### config.mk
export PLATFORM = sky130hd
export DESIGN_NAME = i2s
export DESIGN_NICKNAME = d
export VERILOG_FILES = /design/src/rtl/i2s_pkg.sv /design/src/rtl/i2s_clkgen.sv /design/src/rtl/i2s.sv
export SDC_FILE = /design/constraint.sdc
export NUM_CORES = 1
export LEC_CHECK = 0
export BUFFER_PORTS_ARGS = -buffer_cell sky130_fd_sc_hd__buf_2
export CORE_MARGIN = 5
export CORE_UTILIZATION = 39
export CTS_CLUSTER_DIAMETER = 40
export DETAILED_ROUTE_END_ITERATION = 16
export GPL_TIMING_DRIVEN = 0
export SYNTH_ARGS = -nofsm -noshare
export SYNTH_HDL_FRONTEND = slang
export SYNTH_SLANG_ARGS = --single-unit
### constraint.sdc
create_clock -name clk -period 5.7 [get_ports clk]
set_input_delay 1.14 -clock clk [delete_from_list [all_inputs] [get_ports clk]]
set_output_delay 1.14 -clock clk [all_outputs]
set_load 0.01 [all_outputs]
### src/rtl/i2s_pkg.sv
// Shared constants and types for the I2S master receiver.
// Load-slot constants for both standard I2S and left-justified (I2S_LJ_FORMAT_EN) framing.
package i2s_pkg;

  localparam int DATA_W  = 24;
  localparam int CNT_W   = 8;
  localparam int BCK_DIV = 4;

  typedef logic [DATA_W-1:0] sample_t;

  typedef enum logic {
    CH_LEFT  = 1'b0,
    CH_RIGHT = 1'b1
  } chan_t;

  // Load one clk after the LSB shift edge (pre-edge cnt[1:0]==01 of the LSB slot).
  localparam logic [CNT_W-2:0] LOAD_SLOT_I2S = (CNT_W-1)'(BCK_DIV*DATA_W + 2);
  localparam logic [CNT_W-2:0] LOAD_SLOT_LJ  = (CNT_W-1)'(BCK_DIV*DATA_W - 2);

endpackage

### src/rtl/i2s_clkgen.sv
// Free-running frame counter producing BCK, LRCK, forwarded SCKI and the shift strobe.
module i2s_clkgen
  import i2s_pkg::*;
(
  input  logic             i_clk,
  input  logic             i_rst,
  output logic [CNT_W-1:0] o_cnt,
  output logic             o_bck,
  output logic             o_lrck,
  output logic             o_scki,
  output logic             o_shift
);

  logic [CNT_W-1:0] r_cnt;

  always_ff @(posedge i_clk or posedge i_rst) begin
    if (i_rst) r_cnt <= '0;
    else       r_cnt <= r_cnt + 1'b1;
  end

  assign o_cnt   = r_cnt;
  assign o_bck   = r_cnt[1];
  assign o_lrck  = r_cnt[CNT_W-1];
  assign o_scki  = i_clk;
  // BCK rises on this edge; din is stable since the ADC launched it on the falling edge.
  assign o_shift = (r_cnt[1:0] == 2'b01);

endmodule

### src/rtl/i2s.sv
// I2S master receiver: generates SCKI/BCK/LRCK and deserialises stereo samples from din.
// Define I2S_LJ_FORMAT_EN for left-justified framing; default is standard I2S.
module i2s
  import i2s_pkg::*;
(
  input  logic    clk,
  input  logic    reset,
  input  logic    din,
  output logic    bck,
  output logic    lrck,
  output logic    scki,
  output sample_t left,
  output sample_t right
);

`ifdef I2S_LJ_FORMAT_EN
  localparam logic [CNT_W-2:0] LOAD_AT = LOAD_SLOT_LJ;
`else
  localparam logic [CNT_W-2:0] LOAD_AT = LOAD_SLOT_I2S;
`endif

  logic [CNT_W-1:0] w_cnt;
  logic             w_shift;
  logic             w_load;
  chan_t            w_chan;
  sample_t          r_sh;
  sample_t          r_left;
  sample_t          r_right;

  i2s_clkgen u_clkgen (
    .i_clk   (clk),
    .i_rst   (reset),
    .o_cnt   (w_cnt),
    .o_bck   (bck),
    .o_lrck  (lrck),
    .o_scki  (scki),
    .o_shift (w_shift)
  );

  assign w_chan = chan_t'(w_cnt[CNT_W-1]);
  assign w_load = (w_cnt[CNT_W-2:0] == LOAD_AT);

  always_ff @(posedge clk or posedge reset) begin
    if (reset)        r_sh <= '0;
    else if (w_shift) r_sh <= {r_sh[DATA_W-2:0], din};
  end

  always_ff @(posedge clk or posedge reset) begin
    if (reset) begin
      r_left  <= '0;
      r_right <= '0;
    end else if (w_load) begin
      if (w_chan == CH_LEFT) r_left  <= r_sh;
      else                   r_right <= r_sh;
    end
  end

  assign left  = r_left;
  assign right = r_right;

endmodule

Word-level counts from Yosys, hierarchy flattened
Cells that the tools add are included.

Register bits: 80. Input port bits: 3. Output and inout port bits: 51. Word-level logic and storage cells: 10.

Bitwise logic cells: 1. Reduce and logical (&&, ||, !) cells: 2. $add $sub $neg: 1. Eq/ne operators: 2.

Operator list (number): $add 8x1->8 const B (1); $eq 7x7->1 const B (1); $reduce_and 2->1 (2); $eq 2x1->1 const B (1); $not 1->1 (1).

Depth between registers and ports, before layout
Depth in word-level cells: 2. Gate-level depth with buffers: 7. Gate-level depth less buffers: 5.

Modules after synthesis
Synthesis repeated with hierarchy kept, for this count alone.

Cells, all modules: 190. Area, all modules: 3275.6 um^2.

Modules (own cells, without submodules): i2s (area an instance 2912.8 um^2, times used 1, seq. area each 1801.7 um^2, cells an instance 159); i2s_clkgen (area an instance 362.8 um^2, times used 1, seq. area each 200.2 um^2, cells an instance 31).

==> flow_summary.json <==
{
  "cp-end-kind": "output pin",
  "path_max_fanout": 2,
  "coreArea_um2": 7770,
  "rsz0062_at_grt": "no",
  "leakage_uw": 0.00208,
  "dp.final_hpwl_um": 3550,
  "multiInputGateArea_um2": 1040,
  "ys_warn_count": 0,
  "critPathArrivalTime_ns": 3.31,
  "syn-cell-area_um2": 3110,
  "die_h_um": 99.4,
  "postCtsSetupBuffers": 0,
  "final_cell_mix": "80 x dfrtp_1, 54 x buf_2, 52 x mux2_2",
  "area_growth_pct": 20.9,
  "total_power_uw": 1070,
  "place_congestion": 0.687,
  "drv_slew": 0,
  "syn_inst": 185,
  "instances_no_fill": 359,
  "clk_latency_ns": 0.44,
  "drtIter0Drc": 33,
  "antenna_left": 0,
  "regArea_um2": 2000,
  "vias": 1664,
  "path_class": "clock port to output pin",
  "antenna_cells": 0,
  "wire_per_inst_um": 14.7,
  "worst_pin_slew_ns": 0.674,
  "ys_seq_elements": 80,
  "grt_overflow": 0,
  "fin_setup_tns_ns": 0,
  "placed_area_um2": 3540,
  "ir_drop_v": 0.000127,
  "start_util_pct": 40.1,
  "cts_hold_buffers": 0,
  "finClkSkew_ns": 0.00879,
  "drv_cap": 0,
  "port_buffers": 53,
  "fp.dieArea_um2": 9870,
  "cts_tree": "done",
  "nets": 259,
  "antenna_found_initial": 0,
  "grt_pass1_wl_um": 9180,
  "grt_pass1_vias": 1782,
  "avgViaCountPerCell": 4.64,
  "startpoint_type": "clock port",
  "outcome": "finished, final reports clean",
  "fin_area_um2": 3760,
  "grt_max_degree": 64,
  "ys_seq_area_share_pct": 64.3,
  "drive_gt1_share_pct": 58.0,
  "firstDrtPassIters": 3,
  "track_usage_pct": 12.1,
  "setup_violations": 0,
  "layout_commonest_cell": "dfrtp_1",
  "dieWidth_um": 99.4,
  "cp.required_ns": 4.56,
  "syn_area_per_cell_um2": 16.8,
  "max-slew-margin-rel_pct": 55.1,
  "drc": 0,
  "worst_hold_path_type": "flip-flop to flip-flop",
  "numPlacedInstances": 341,
  "dp_slack_ns": 1.48,
  "wl_um": 5280,
  "cts_resized": 0,
  "path_clk_slew_ns": 0.08,
  "syn_nets": 191,
  "p_per_area_nw_per_um2": 283,
  "fillers": 723,
  "synth_cell_types": 19,
  "rows": 32,
  "finalHoldViolations": 0,
  "io_pins": 54,
  "setup_ws_ns": 1.25
}
==> synth_stat cells (all sizes together) <==
| cell type | number | area share, % |
|---|---|---|
| nand4 | 1 | 0.20 |
| nand3 | 3 | 0.48 |
| nor2 | 1 | 0.12 |
| and3 | 1 | 0.20 |
| inv | 4 | 0.48 |
| xnor2 | 2 | 0.56 |
| dfrtp | 80 | 64 |
| nand2 | 2 | 0.24 |
| nor4b | 1 | 0.48 |
| clkbuf | 5 | 0.60 |
| ha | 3 | 1.2 |
| xor2 | 4 | 1.1 |
| buf | 4 | 1.1 |
| mux2 | 72 | 28 |
| nor3 | 1 | 0.16 |
| or3b | 1 | 0.28 |
==> where the power goes <==
| group | switching [uW] | leakage [uW] | internal [uW] |
|---|---|---|---|
| clock network | 205 | 0.000129 | 268 |
| logic | 12.2 | 0.000878 | 6.18 |
| registers | 4.26 | 0.00108 | 571 |
==> critical path, cell delays in order <==
cell	delay (ns)
clkbuf_8	0.11
clkbuf_8	0.12
buf_4	0.11
buf_2	0.13
==> cells by family after synthesis <==
group	synth area share, %
fa+ha+maj	1.21
buf+inv	2.21
simple gates	2.17
mux	28.4
xor+xnor	1.69
flops	64.3
==> metrics by stage <==
stage                     hold WS (ns)  utilization, %
after floorplan                  0.467               -
final                            0.493            48.5
after detailed placement         0.487            45.5
after CTS                        0.499            48.5
after global placement           0.484            45.2
after global routing             0.525            48.5
==> flip-flops by register name (all words and copies together), names as in the netlist <==
name / count
r_sh: 24
right: 24
u_clkgen.o_cnt: 8
left: 24
==> path summary, 6_finish.rpt <==
check | from | endpoint | slack (ns) | cells after the start
min in group asynchronous | reset | left[16] | 0.63 | 2
max reg2reg | u_clkgen.o_cnt[0] | right[2] | 3.53 | 6
min reg2reg | u_clkgen.o_cnt[6] | u_clkgen.o_cnt[6] | 0.49 | 1
min | u_clkgen.o_cnt[6] | u_clkgen.o_cnt[6] | 0.49 | 1
max | clk | scki | 1.25 | 4
max in group asynchronous | reset | r_sh[10] | 4.49 | 3
==> final cells by class <==
| cell class | instances | share of cell area (%) |
|---|---|---|
| flip-flops and latches | 80 | 53.2 |
| multi-input cells | 92 | 27.7 |
| repair buffers | 53 | 7.64 |
| clock buffers | 15 | 4.99 |
| well taps | 102 | 3.39 |
| plain buffers | 9 | 1.43 |
| clock inverters | 4 | 1.20 |
| inverters | 4 | 0.465 |
==> metal layers <==
metal	vias up	global-route usage, %	routed length [um]
met5	-	0	0
met4	0	8.82	134
met3	11	3.02	225
met2	31	17.0	2490
met1	846	16.2	2430
li1	776	-	-
Power figures use the tool's default switching activity.
